==> src/rtl/i2s_rx_if.sv <==
// I2S receiver bundle: serial pins in, committed stereo words and status out.
interface i2s_rx_if #(
  parameter int DATA_WIDTH = 16
);
  logic                  i2s_bck;
  logic                  i2s_lrck;
  logic                  i2s_data;
  logic [DATA_WIDTH-1:0] left_data;
  logic [DATA_WIDTH-1:0] right_data;
  logic                  sample_valid;
  logic                  locked;
  logic                  short_word;

  modport slave (
    input  i2s_bck,
    input  i2s_lrck,
    input  i2s_data,
    output left_data,
    output right_data,
    output sample_valid,
    output locked,
    output short_word
  );

  modport master (
    output i2s_bck,
    output i2s_lrck,
    output i2s_data,
    input  left_data,
    input  right_data,
    input  sample_valid,
    input  locked,
    input  short_word
  );
endinterface

==> src/rtl/i2s_rx.sv <==
// I2S slave receiver: synchronizes BCK/LRCK/DATA into clk, assembles
// left/right words and presents them as a registered stereo pair.
module i2s_rx #(
  parameter int DATA_WIDTH = 16
) (
  input  logic    clk,
  input  logic    rst,
  i2s_rx_if.slave bus
);
  localparam int CW = $clog2(DATA_WIDTH + 1);

  typedef enum logic [1:0] {
    HUNT  = 2'd0,
    LEFT  = 2'd1,
    RIGHT = 2'd2
  } state_t;

  state_t state, state_n;

  logic bck_s1, bck_s2, bck_s3;
  logic lr_s1, lr_s2;
  logic d_s1, d_s2;
  logic ev_q, lr_q, d_q;

  logic                  lrp, lrp_n;
  logic [CW-1:0]         cnt, cnt_n, cap_cnt;
  logic [DATA_WIDTH-1:0] sh, sh_n, cap_sh;
  logic [DATA_WIDTH-1:0] word, pend, pend_n;
  logic [DATA_WIDTH-1:0] left_q, left_n;
  logic [DATA_WIDTH-1:0] right_q, right_n;
  logic                  sv_q, sv_n;
  logic                  sw_q, sw_n;
  logic                  lock_q, lock_n;
  logic                  bnd, short;

  // Edge detect is registered together with its LRCK/DATA samples.
  always_ff @(posedge clk) begin
    if (rst) begin
      bck_s1 <= 1'b0;
      bck_s2 <= 1'b0;
      bck_s3 <= 1'b0;
      lr_s1  <= 1'b0;
      lr_s2  <= 1'b0;
      d_s1   <= 1'b0;
      d_s2   <= 1'b0;
      ev_q   <= 1'b0;
      lr_q   <= 1'b0;
      d_q    <= 1'b0;
    end else begin
      bck_s1 <= bus.i2s_bck;
      bck_s2 <= bck_s1;
      bck_s3 <= bck_s2;
      lr_s1  <= bus.i2s_lrck;
      lr_s2  <= lr_s1;
      d_s1   <= bus.i2s_data;
      d_s2   <= d_s1;
      ev_q   <= bck_s2 & ~bck_s3;
      lr_q   <= lr_s2;
      d_q    <= d_s2;
    end
  end

  always_ff @(posedge clk) begin
    if (rst) begin
      state   <= HUNT;
      lrp     <= 1'b0;
      cnt     <= '0;
      sh      <= '0;
      pend    <= '0;
      left_q  <= '0;
      right_q <= '0;
      sv_q    <= 1'b0;
      sw_q    <= 1'b0;
      lock_q  <= 1'b0;
    end else begin
      state   <= state_n;
      lrp     <= lrp_n;
      cnt     <= cnt_n;
      sh      <= sh_n;
      pend    <= pend_n;
      left_q  <= left_n;
      right_q <= right_n;
      sv_q    <= sv_n;
      sw_q    <= sw_n;
      lock_q  <= lock_n;
    end
  end

  always_comb begin
    state_n = state;
    lrp_n   = lrp;
    cnt_n   = cnt;
    sh_n    = sh;
    pend_n  = pend;
    left_n  = left_q;
    right_n = right_q;
    sv_n    = 1'b0;
    sw_n    = 1'b0;
    lock_n  = lock_q;
    cap_sh  = sh;
    cap_cnt = cnt;
    if (cnt < CW'(DATA_WIDTH)) begin
      cap_sh  = {sh[DATA_WIDTH-2:0], d_q};
      cap_cnt = cnt + CW'(1);
    end
    // Left-justify short words; long words already hold their MSBs.
    word  = cap_sh << (DATA_WIDTH - int'(cap_cnt));
    short = cap_cnt < CW'(DATA_WIDTH);
    bnd   = lr_q != lrp;
    if (ev_q) begin
      lrp_n = lr_q;
      sh_n  = cap_sh;
      cnt_n = cap_cnt;
      if (bnd) begin
        sh_n  = '0;
        cnt_n = '0;
        unique case (1'b1)
          (state == HUNT): begin
            if (!lr_q) state_n = LEFT;
          end
          (state == LEFT): begin
            pend_n  = word;
            sw_n    = short;
            state_n = RIGHT;
          end
          (state == RIGHT): begin
            left_n  = pend;
            right_n = word;
            sv_n    = 1'b1;
            sw_n    = short;
            lock_n  = 1'b1;
            state_n = LEFT;
          end
          default: state_n = HUNT;
        endcase
      end
    end
  end

  assign bus.left_data    = left_q;
  assign bus.right_data   = right_q;
  assign bus.sample_valid = sv_q;
  assign bus.short_word   = sw_q;
  assign bus.locked       = lock_q;
endmodule

==> src/flat_wrapper.sv <==
// flat-port wrapper written by rule: the top's interface ports become plain ports
module i2s_rx_flat 
#(
  parameter int DATA_WIDTH = 16
)
  (clk, rst, bus_i2s_bck, bus_i2s_lrck, bus_i2s_data, bus_left_data, bus_right_data, bus_sample_valid, bus_locked, bus_short_word);
  i2s_rx_if #(.DATA_WIDTH(DATA_WIDTH)) bus_i ();
  input  logic clk;
  input  logic rst;
  input wire logic [$bits(bus_i.i2s_bck)-1:0] bus_i2s_bck;
  input wire logic [$bits(bus_i.i2s_lrck)-1:0] bus_i2s_lrck;
  input wire logic [$bits(bus_i.i2s_data)-1:0] bus_i2s_data;
  output wire logic [$bits(bus_i.left_data)-1:0] bus_left_data;
  output wire logic [$bits(bus_i.right_data)-1:0] bus_right_data;
  output wire logic [$bits(bus_i.sample_valid)-1:0] bus_sample_valid;
  output wire logic [$bits(bus_i.locked)-1:0] bus_locked;
  output wire logic [$bits(bus_i.short_word)-1:0] bus_short_word;
  assign bus_i.i2s_bck = bus_i2s_bck;
  assign bus_i.i2s_lrck = bus_i2s_lrck;
  assign bus_i.i2s_data = bus_i2s_data;
  assign bus_left_data = bus_i.left_data;
  assign bus_right_data = bus_i.right_data;
  assign bus_sample_valid = bus_i.sample_valid;
  assign bus_locked = bus_i.locked;
  assign bus_short_word = bus_i.short_word;
  i2s_rx #(.DATA_WIDTH(DATA_WIDTH)) u_core (.clk(clk), .rst(rst), .bus(bus_i));
endmodule
==> config.mk <==
export PLATFORM = sky130hd
export DESIGN_NAME = i2s_rx_flat
export DESIGN_NICKNAME = d
export VERILOG_FILES = /design/src/rtl/i2s_rx_if.sv /design/src/rtl/i2s_rx.sv /design/src/flat_wrapper.sv
export SDC_FILE = /design/constraint.sdc
export NUM_CORES = 1
export LEC_CHECK = 0
export BUFFER_PORTS_ARGS = -buffer_cell sky130_fd_sc_hd__buf_2
export CORE_MARGIN = 1
export CORE_UTILIZATION = 54
export DETAILED_ROUTE_END_ITERATION = 8
export PLACE_DENSITY = 0.87
export SLEW_MARGIN = 15
export SYNTH_ARGS = -nofsm -noshare
export SYNTH_HDL_FRONTEND = slang
export SYNTH_SLANG_ARGS = --single-unit
==> constraint.sdc <==
create_clock -name clk -period 2.71 [get_ports clk]
set_input_delay 0.1355 -clock clk [delete_from_list [all_inputs] [get_ports clk]]
set_output_delay 0.1355 -clock clk [all_outputs]
set_load 0.05 [all_outputs]
; ---- Yosys cells after proc, flatten, opt, wreduce, memory -nomap -nowiden
; Cells that the tools add are included.
[word_totals]
in_bits = 5
register_bits = 85
[op_classes]
n_shift = 1
n_addsub = 2
n_bitwise = 5
muxes = 7
n_eq_ne = 4
magnitude_cmp = 2
reduce_logical = 7
[op_table]
columns = operator, count
row1 = $mux 16, 2
row2 = $shl 16x32->16, 1
row3 = $lt 5x5->1 const B, 2
row4 = $mux 5, 2
row5 = $reduce_and 3->1, 3
row6 = $pmux 2 s3, 1
row7 = $sub 5x5->6 const A, 1
row8 = $add 5x1->5 const B, 1
row9 = $not 1->1, 4
row10 = $reduce_or 4->1, 1
row11 = $reduce_or 3->1, 1
row12 = $eq 2x1->1 const B, 1
row13 = $eq 2x2->1 const B, 1
row14 = $logic_not 2->1, 1
row15 = $mux 2, 1
row16 = $ne 2x2->1 const B, 1
row17 = $reduce_or 2->1, 1
row18 = $and 1x1->1, 1
row19 = $mux 1, 1
row20 = $ne 1x1->1, 1

; ---- Longest topological paths before layout
; Gate-level depths: netlist of the first run.
[depth]
ltp_word = 4
depth_mapped = 11
ltp_nobuf = 9

; ---- Least setup slack after synthesis of the first run
; No wires, ideal clock.
[synth_path]
path_type = register -> register
start = reg u_core.cnt[0]
end = reg u_core.right_q[14] (netlist: u_core.bus.right_data[14])
arrival_time_ns = 2.699
stages_incl_launch_ff = 9
setup_slack_ns = -0.080
required_time_ns = 2.619
setup_ns = 0.091
cell_sequence = dfxtp_1 buf_2 nor2b_1 or2_2 ha_1 clkbuf_1 mux4_2 or2_2 a311oi_1
[synth_via]
elab_chain_cells = 4
elab_cells_between_ends = 6
classes_between = add/sub (2) / order compare (1) / shift (1) / mux (2)
[synth_lines]
columns = element, line_no
row1 = "start, declared", i2s_rx.sv:26  ; logic [CW-1:0] cnt, cnt_n, cap_cnt;
row2 = "start signal, assigned", i2s_rx.sv:78  ; cnt <= cnt_n;
row3 = $add 5x1->5 / $lt 5x5->1 (equally long branches), "i2s_rx.sv:104, i2s_rx.sv:102"
row4 = $mux 5, i2s_rx.sv:102  ; if (cnt < CW'(DATA_WIDTH)) begin
row5 = $sub 5x5->6, i2s_rx.sv:107  ; word = cap_sh << (DATA_WIDTH - int'(cap_cnt));
row6 = $shl 16x32->16 *, i2s_rx.sv:107
row7 = "end signal, assigned", i2s_rx.sv:82  ; right_q <= right_n;
row8 = "end, declared", i2s_rx.sv:30  ; logic [DATA_WIDTH-1:0] right_q, right_n;
; Mark *: on every way between the ends. The rest lies on a longest branch, timed or not.
; A chain may end at the register's enable or synchronous reset.

; ---- Worst setup path in the final report of the first run
; Ends and elaborated chain as after synthesis.

==> results.sh, run 1 <==
export IMPL_skew_ps=16.85
export IMPL_wl_met2_um=4942
export IMPL_final_max_slew_viol_count=0
export IMPL_cts_max_path_buffers=2
export IMPL_max_vdd_ir_drop_v=0.0003631
export IMPL_top_layer="met4"
export IMPL_seqPwrFrac=0.561
export IMPL_yosysSeqAreaShare=0.3916
export IMPL_ant_nets=0
export IMPL_wl_per_cell_um=15.89
export IMPL_worstHoldStart="bus_i2s_data"
export IMPL_htree_levels=3
export IMPL_p_sw_frac=0.2598
export IMPL_setup_viol=0
export IMPL_ys_warn_count=0
export IMPL_insertion_delay_ps=370
export IMPL_start_util=0.5594
export IMPL_fin_area_mm2=0.005006
export IMPL_reg2reg_to="u_core.bus.right_data[14]"
export IMPL_min_period_over_period=0.9642
export IMPL_clkPwrFrac=0.380
export IMPL_diodes=0
export IMPL_finalPower_mw=2.244
export IMPL_syn_area_mm2=0.004345
export IMPL_vias_per_cell=5.894
export IMPL_arrival_ps=2880
export IMPL_crit_path_start="u_core.cnt[0]"
export IMPL_p_sw_mw=0.5828
export IMPL_cts_tree="built"
export IMPL_die_w_um=91.71
export IMPL_synth_cell_types=51
export IMPL_crit_type="register to register"
export IMPL_crit_path_start_kind="register"
export IMPL_place_inst=643
export IMPL_die_area_mm2=0.008410
export IMPL_grt_total_usage=0.2596
export IMPL_syn_num_nets=527
export IMPL_num_vias=3908
export IMPL_grt_pass1_wl_um=17670
export IMPL_wl_met1_um=4891
export IMPL_p_leak_nw=1.817
export IMPL_synth_edf_count=0
export IMPL_hold_path_depth=2
export IMPL_synthCells=515
export IMPL_min_to="u_core.d_s1"
export IMPL_end_kind="register"
export IMPL_tightest_slew_ps=852.3
export IMPL_grt_pass1_vias=3634
export IMPL_power_internal_mw=1.661
export IMPL_hpwl_um=7580
export IMPL_reg2reg_depth=10
export IMPL_power_density_mw_per_mm2=448.2
export IMPL_numCtsBuffers=9
export IMPL_rsz0062_at_grt="yes"
export IMPL_wl_met3_um=406
export IMPL_overflow=0
export IMPL_dieHeight_um=91.71
export IMPL_finalWeightedCongestion=0.9421
export IMPL_pin_count=40
export IMPL_ys_ff_latch=85
export IMPL_numPortBuffers=39
export IMPL_fp_row_count=32
export IMPL_area_delta_synth_final_pct=15.20
export IMPL_layout_cells_non_filler=663
export IMPL_firstDrtPassIters=7
export IMPL_fin_util=0.6445
export IMPL_clk_pin_slew_ps=90
export IMPL_outcome="finished clean"
export IMPL_r2r_slack_ps=100
export IMPL_drv_cap=0
export IMPL_hold_path_class="primary input to register"
export IMPL_drive_gt1_frac=0.2282
export IMPL_place_area_mm2=0.004711
export IMPL_drt_iter0_markers=263
export IMPL_worstReg2RegStart="u_core.cnt[0]"
export IMPL_path_max_fanout=8
export IMPL_fin_crit_ps=2613
export IMPL_core_area_mm2=0.007767
export IMPL_fmax_mhz=382.7
export IMPL_drt_total_wl_um=10530
export IMPL_cts_root_buf="clkbuf_8"
export IMPL_hold_viol=0
export IMPL_antenna_found_initial=0
export IMPL_clkSinkCount=85
export IMPL_drc=0
export IMPL_syn_area_per_cell_um2=8.438
export IMPL_required_ps=2980
export IMPL_synthFlopType="dfxtp_1"
export IMPL_relSlewSlack=0.4318
export IMPL_fin_nets=568
export IMPL_grt_max_degree=53
export IMPL_ys_async_sr_fraction=0
export IMPL_p_comb_frac=0.059
[final cells by class]
cell class                      instances  area [um^2]
Clock buffer                            9        123.9
Clock inverter                          7        65.06
Fill cell                             654         2761
Inverter                                5        22.52
Multi-Input combinational cell        384         2512
Sequential cell                        85         1703
Tap cell                              102        127.6
Timing Repair Buffer                   71        451.7
[per-stage QoR]
step           setup slack (ps)  setup TNS [ps]  hold slack, ps
6_report                  97.15               0           7.295
3_3_place_gp              134.0               0           349.9
3_5_place_dp              28.07               0           355.6
5_1_grt                  -22.65          -40.81           13.15
4_1_cts                   19.75               0           17.65
2_1_floorplan             7.644               0           263.7
[power groups by stage]
stage          registers [mW]  logic [mW]  clock network (mW)
2_1_floorplan            1.29      0.0900                   0
3_3_place_gp             1.29       0.118                   0
3_5_place_dp             1.29       0.122                   0
4_1_cts                  1.26       0.125               0.864
5_1_grt                  1.26       0.144               0.923
6_report                 1.26       0.133               0.852
[cells by family (layout without fill, tap and decap cells)]
| kind of cell | Yosys count | count (layout) | synth area share |
|---|---|---|---|
| simple gates | 197 | 197 | 0.2090 |
| compound gates | 126 | 126 | 0.1863 |
| flops | 85 | 85 | 0.3916 |
| buf+inv | 46 | 92 | 0.04636 |
| mux | 44 | 44 | 0.1229 |
| xor+xnor | 10 | 10 | 0.02361 |
| fa+ha+maj | 7 | 7 | 0.02015 |
[sequential cells by signal, summed over array words and instances (netlist names)]
name                     count
u_core.pend                 16
u_core.lrp                   1
u_core.bus.sample_valid      1
u_core.bck_s2                1
u_core.lr_s2                 1
u_core.state                 2
u_core.d_s2                  1
u_core.bck_s3                1
u_core.lr_q                  1
u_core.d_s1                  1
u_core.bus.right_data       16
u_core.d_q                   1
u_core.ev_q                  1
u_core.lr_s1                 1
u_core.bus.left_data        16
u_core.bus.locked            1
u_core.sh                   16
u_core.bus.short_word        1
u_core.bck_s1                1
u_core.cnt                   5
[cell usage after synthesis (all sizes together) (11+ instances only)]
library cell	n	area [um^2]
nand3	13	65.06
a22oi	18	135.1
dfxtp	85	1702
buf	15	85.09
mux2i	23	230.2
nor2b	15	93.84
a21oi	49	249.0
nand4	11	68.82
nand2	74	277.8
nor2	55	206.5
mux2	15	168.9
clkbuf	26	97.59
o21ai	15	78.83
[what timing repair did]
| action | CTS | global route |
|---|---|---|
| endpoints found under the setup margin | 1 | 29 |
| hold endpoints to repair | 2 | 0 |
| pin swaps | 1 | 1 |
| buffers inserted | 1 | 1 |
| resized for setup | 0 | 15 |
| hold buffers | 2 | 0 |
[per-layer routing]
layer	up-vias	track usage
met5	-	0
met4	0	0.09635
met1	1838	0.3477
li1	1917	-
met3	27	0.03400
met2	126	0.4279
[how the worst max path moves through the flow]
stage | end | slack (ps) | cells past startpoint
after floorplan | u_core.bus.right_data[13] | 8 | 10
after global placement | u_core.pend[12] | 130 | 10
after detailed placement | u_core.pend[14] | 30 | 9
after CTS | u_core.pend[12] | 20 | 11
after global routing | u_core.pend[12] | -20 | 10
final | u_core.bus.right_data[14] | 100 | 10
[worst max-delay path, cell delays in order, from the launching register on]
cell      delay [ps]
dfxtp_2          360
nor2b_1          150
or2_2            310
ha_2             200
xnor2_2          200
xnor2_2          140
buf_6            140
buf_4            150
mux4_2           320
or2_2            310
a311oi_1         240
[placed cells by master (no fill, tap or decap), types with 3 or more instances in the layout]
cell	n
dfxtp_1	84
nand2_1	74
nor2_1	54
a21oi_1	46
buf_2	39
buf_4	27
mux2i_1	21
a22oi_1	18
nor2b_1	15
mux2_2	15
o21ai_0	14
nand3_1	12
nand4_1	11
clkbuf_8	9
a31oi_1	7
o211ai_1	7
a211oi_1	7
nor3_1	6
mux4_2	6
xnor2_1	5
a311oi_1	5
nand3b_1	5
ha_1	5
inv_1	4
and2_1	4
clkinvlp_4	4
or2_2	3
xnor2_2	3
nand2b_1	3
a21oi_2	3
o31ai_1	3
inv_8	3
buf_6	3
No activity file was read; power rests on OpenSTA's default activity.
==> inputs of run 2 (changes only) <==
- CORE_UTILIZATION: 54 -> 42
- PLACE_DENSITY: 0.87 -> 0.73
==> run 2 against run 1 <==
  * Utilization fell by 13 points
  * Clock power grew 11%
  * Setup slack better by 36 ps
  * Die area grew 28%
  * Via count is 0.36% higher
  * Global-route usage shrank 5.8 points
  * Clock skew down 5.1 ps
  * Worst hold slack better by 260 ps
  * Design area grew 2.1%
  * Power is 4.4% higher
  * Critical path depth is the same
  * Register-to-register slack improved by 40 ps
  * Largest cell class unchanged
==> results.sh, run 2 (synthesis gave the netlist of run 1 again) <==
export IMPL_outcome="finished clean"
export IMPL_required_ps=3020
export IMPL_dieHeight_um=103.7
export IMPL_p_leak_nw=1.872
export IMPL_power_density_mw_per_mm2=458.1
export IMPL_p_comb_frac=0.060
export IMPL_fin_area_mm2=0.005111
export IMPL_critPathTopFamily="multiplexers"
export IMPL_vias_per_cell=5.619
export IMPL_fin_util=0.5158
export IMPL_dp_slack_ps=98.03
export IMPL_overflow=0
export IMPL_path_max_fanout=13
export IMPL_insertion_delay_ps=360
export IMPL_drc=0
export IMPL_multi_input_area_mm2=0.002504
export IMPL_hpwl_um=7594
export IMPL_fin_nets=572
export IMPL_cp_slowest_stage_delay_ps=500
export IMPL_crit_type="register to register"
export IMPL_final_cell_mix="dfxtp_1, nand2_1, nor2_1"
export IMPL_clk_pin_slew_ps=90
export IMPL_area_delta_synth_final_pct=17.62
export IMPL_p_sw_frac=0.2481
export IMPL_ant_nets=0
export IMPL_crit_path_frequent_cell="xnor2_2"
export IMPL_wl_per_cell_um=15.33
export IMPL_hold_path_class="primary input to register"
export IMPL_num_vias=3922
export IMPL_skew_ps=11.77
export IMPL_cts_tree="built"
export IMPL_path_buf_inv=2
export IMPL_num_fill_cells=951
export IMPL_grt_max_degree=88
export IMPL_grt_total_usage=0.2017
export IMPL_finalSetupTns_ps=0
export IMPL_crit_path_start_kind="register"
export IMPL_max_vdd_ir_drop_v=0.0002709
export IMPL_die_area_mm2=0.01076
export IMPL_fp_row_count=36
export IMPL_drt_total_wl_um=10700
export IMPL_arrival_ps=2880
export IMPL_seqCellArea_mm2=0.001707
export IMPL_drt_iter0_markers=254
export IMPL_tightest_slew_ps=722.5
export IMPL_crit_chain="buf_6, mux2i_4, ha_4, xnor2_2, xnor2_2, buf_4, mux4_2, a21oi_1, a211o_1, o31a_1"
export IMPL_p_sw_mw=0.5810
export IMPL_hold_viol=0
export IMPL_clkPwrFrac=0.404
export IMPL_clkSinkCount=85
export IMPL_final_max_slew_viol_count=0
export IMPL_core_area_mm2=0.009910
export IMPL_relSlewSlack=0.5132
export IMPL_antenna_found_initial=0
export IMPL_pin_count=40
export IMPL_fmax_mhz=388.1
export IMPL_crit_slowest_cell="mux4_2"
export IMPL_power_internal_mw=1.761
export IMPL_seqPwrFrac=0.537
export IMPL_place_area_mm2=0.004797
export IMPL_numCtsBuffers=9
export IMPL_cts_root_buf="clkbuf_8"
export IMPL_cts_max_path_buffers=2
export IMPL_drv_cap=0
export IMPL_place_inst=677
export IMPL_layout_commonest_cell="dfxtp_1"
export IMPL_numPortBuffers=39
export IMPL_htree_levels=3
export IMPL_grt_pass1_wl_um=17700
export IMPL_drive_gt1_frac=0.2230
export IMPL_grt_pass1_vias=3591
export IMPL_die_w_um=103.7
export IMPL_setup_viol=0
export IMPL_end_kind="register"
export IMPL_worst_slack_ps=133.4
export IMPL_start_util=0.4385
export IMPL_diodes=0
export IMPL_firstDrtPassIters=5
export IMPL_min_period_over_period=0.9508
export IMPL_finalWeightedCongestion=0.9104
export IMPL_layout_cells_non_filler=698
export IMPL_fin_crit_ps=2577
## run 2: cell count changes in the layout (fill, tap and decap cells not counted), moves of 2 or more
cell,delta
a21oi_1,+2
mux2i_2,-2
clkinvlp_4,-3
buf_4,+2
inv_6,+2
buf_12,+2
a21oi_2,-2
## run 2: what timing repair did
| item | in CTS | in global routing |
|---|---|---|
| buffers inserted | 0 | 2 |
| endpoints found under the setup margin | 0 | 15 |
| hold endpoints to repair | 3 | 0 |
| gates resized for setup | 0 | 12 |
| hold buffers | 3 | 0 |
## run 2: metal layers
layer	part of all wire	global-route usage	vias to the layer above	wire (um)
met5	0	0	-	0
met4	0.019	0.07857	0	200
met3	0.041	0.03713	16	442
met2	0.48	0.3245	107	5118
met1	0.46	0.2680	1869	4938
li1	-	-	1930	-
## run 2: path summary, 6_finish.rpt
kind | slack [ps] | startpoint | depth (start not counted) | to
min | 270 | rst | 3 | u_core.lrp
min reg2reg | 390 | u_core.bck_s3 | 1 | u_core.ev_q
max reg2reg | 130 | u_core.cnt[4] | 10 | u_core.bus.right_data[12]
max | 130 | u_core.cnt[4] | 10 | u_core.bus.right_data[12]
## run 2: through the flow
step	hold WS (ps)	power, mW
2_1_floorplan	263.7	1.376
3_3_place_gp	345.9	1.414
3_5_place_dp	350.9	1.415
4_1_cts	254.8	2.368
5_1_grt	285.3	2.451
6_report	266.6	2.342
## run 2: worst register-to-register path, stage by stage (launching register included)
cell	delay, ps
dfxtp_1	400
buf_6	180
mux2i_4	280
ha_4	180
xnor2_2	80
xnor2_2	290
buf_4	190
mux4_2	500
a21oi_1	140
a211o_1	140
o31a_1	150
## run 2: cell type report
class                           instances  share of cell area
Multi-Input combinational cell        384              0.4898
Sequential cell                        85              0.3339
Timing Repair Buffer                   75             0.09890
Tap cell                              133             0.03256
Clock buffer                            9             0.02424
Clock inverter                          7             0.01689
Inverter                                5            0.003672
## run 2: power groups by stage
| stage | Sequential (mW) | Combinational (mW) | Clock (mW) |
|---|---|---|---|
| after global routing | 1.26 | 0.151 | 1.04 |
| after global placement | 1.29 | 0.127 | 0 |
| final | 1.26 | 0.140 | 0.945 |
| after CTS | 1.26 | 0.132 | 0.979 |
| after floorplan | 1.29 | 0.0900 | 0 |
| after detailed placement | 1.29 | 0.128 | 0 |
==> inputs of run 3 (changes only) <==
- BUFFER_PORTS_ARGS: -buffer_cell sky130_fd_sc_hd__buf_2 -> default
- DONT_BUFFER_PORTS: default -> 1
- PLACE_DENSITY: 0.73 -> 0.7
- SLEW_MARGIN: 15 -> default
==> run 3 against run 2 <==
  * Count of clock-buffer cells in the layout unchanged
  * Clock skew down 1.1 ps
  * Largest cell class unchanged
  * Global-route usage down 0.22 points
  * Worst hold slack worse by 130 ps
  * Clock power up 20%
  * First-iteration DRC count down 13%
  * Utilization down 1.7 points
==> results.sh, run 3 (synthesis gave the netlist of run 1 again) <==
export IMPL_crit_path_frequent_cell="xnor2_2"
export IMPL_max_vdd_ir_drop_v=0.0003165
export IMPL_wl_per_cell_um=16.13
export IMPL_grt_util_met1=0.2567
export IMPL_overflow=0
export IMPL_final_max_slew_viol_count=0
export IMPL_tightest_slew_ps=724.5
export IMPL_clkSinkCount=85
export IMPL_drv_cap=0
export IMPL_area_delta_synth_final_pct=13.65
export IMPL_fin_crit_ps=2541
export IMPL_dp_slack_ps=59.97
export IMPL_vias_per_cell=5.667
export IMPL_insertion_delay_ps=360
export IMPL_skew_ps=10.68
export IMPL_drt_iter0_markers=220
export IMPL_fmax_mhz=393.5
export IMPL_end_kind="register"
export IMPL_drive_gt1_frac=0.1641
export IMPL_gr_usage_met2=0.3284
export IMPL_drc=0
export IMPL_clk_pin_slew_ps=100
export IMPL_use_met3=0.04279
export IMPL_ant_nets=0
export IMPL_numCtsBuffers=9
export IMPL_htree_levels=3
export IMPL_die_area_mm2=0.01076
export IMPL_cts_root_buf="clkbuf_8"
export IMPL_fin_util=0.4984
export IMPL_core_area_mm2=0.009910
export IMPL_num_fill_cells=936
export IMPL_p_leak_nw=1.678
export IMPL_path_max_fanout=7
export IMPL_arrival_ps=2820
export IMPL_cts_tree="built"
export IMPL_grt_busiest_layer="met2"
export IMPL_relSlewSlack=0.5158
export IMPL_setup_viol=0
export IMPL_dieHeight_um=103.7
export IMPL_hold_ws_ps=136.5
export IMPL_fin_nets=531
export IMPL_start_util=0.4385
export IMPL_grt_pass1_vias=3516
export IMPL_grt_pass1_wl_um=17580
export IMPL_crit_type="register to register"
export IMPL_hold_viol=0
export IMPL_power_density_mw_per_mm2=509.3
export IMPL_crit_path_start_kind="register"
export IMPL_finalPower_mw=2.515
export IMPL_antenna_found_initial=0
export IMPL_grt_max_degree=88
export IMPL_die_w_um=103.7
export IMPL_num_vias=3723
export IMPL_cts_max_path_buffers=2
export IMPL_numPortBuffers=0
export IMPL_crit_slowest_cell="dfxtp_4"
export IMPL_crit_chain="nor2b_1, or2_4, ha_4, xnor2_2, xnor2_2, buf_4, mux4_2, or2_2, a311oi_1"
export IMPL_fp_row_count=36
export IMPL_path_buf_inv=1
export IMPL_r2r_slack_ps=170
export IMPL_diodes=0
export IMPL_layout_commonest_cell="dfxtp_1"
export IMPL_grt_total_usage=0.1995
export IMPL_hpwl_um=7480
export IMPL_critPathTopFamily="simple AND/OR/NAND/NOR gates"
export IMPL_firstDrtPassIters=5
export IMPL_min_period_over_period=0.9376
export IMPL_hold_path_class="primary input to register"
export IMPL_outcome="finished clean"
export IMPL_cp_slowest_stage_delay_ps=370
export IMPL_pin_count=40
export IMPL_required_ps=2990
export IMPL_drt_total_wl_um=10600
export IMPL_final_cell_mix="dfxtp_1, nand2_1, nor2_1"
export IMPL_worst_slack_ps=169.0
export IMPL_finalWeightedCongestion=0.9121
[run 3: per-stage QoR]
stage | cell area, um^2 | cells | TNS (ps)
6_report | 4938 | 657 | 0
5_1_grt | 4938 | 657 | -6.755
4_1_cts | 4871 | 656 | 0
3_5_place_dp | 4562 | 636 | 0
3_3_place_gp | 4562 | 636 | 0
2_1_floorplan | 4362 | 515 | 0
[run 3: area by class of cell]
| class | instances | area [um^2] | area share |
|---|---|---|---|
| clock buffer | 9 | 123.9 | 0.02508 |
| clock inverter | 7 | 127.6 | 0.02584 |
| inverter | 5 | 18.77 | 0.003800 |
| multi-input combinational | 384 | 2509 | 0.5080 |
| sequential | 85 | 1707 | 0.3456 |
| tap | 133 | 166.4 | 0.03370 |
| timing repair buffer | 34 | 286.5 | 0.05802 |
[run 3: worst paths after layout]
kind	endpoint	from	depth (start not counted)
max	u_core.bus.right_data[14]	u_core.cnt[0]	9
min	u_core.lrp	rst	2
max reg2reg	u_core.bus.right_data[14]	u_core.cnt[0]	9
min reg2reg	u_core.ev_q	u_core.bck_s3	1
[run 3: per-layer routing]
metal  routed length [um]  up-vias
met2                 4996      105
met4                  229        0
li1                     -     1838
met1                 4885     1761
met5                    0        -
met3                  485       19
[run 3: timing repair]
action,CTS,global route
hold buffers,4,0
setup buffers,0,1
endpoints found under the hold margin,85,0
endpoints found under the setup margin,0,30
gates resized for setup,0,12
[run 3: power by group]
part / switching (mW) / internal, mW
Combinational: 0.0774 / 0.0534
Clock: 0.499 / 0.629
Sequential: 0.00326 / 1.25
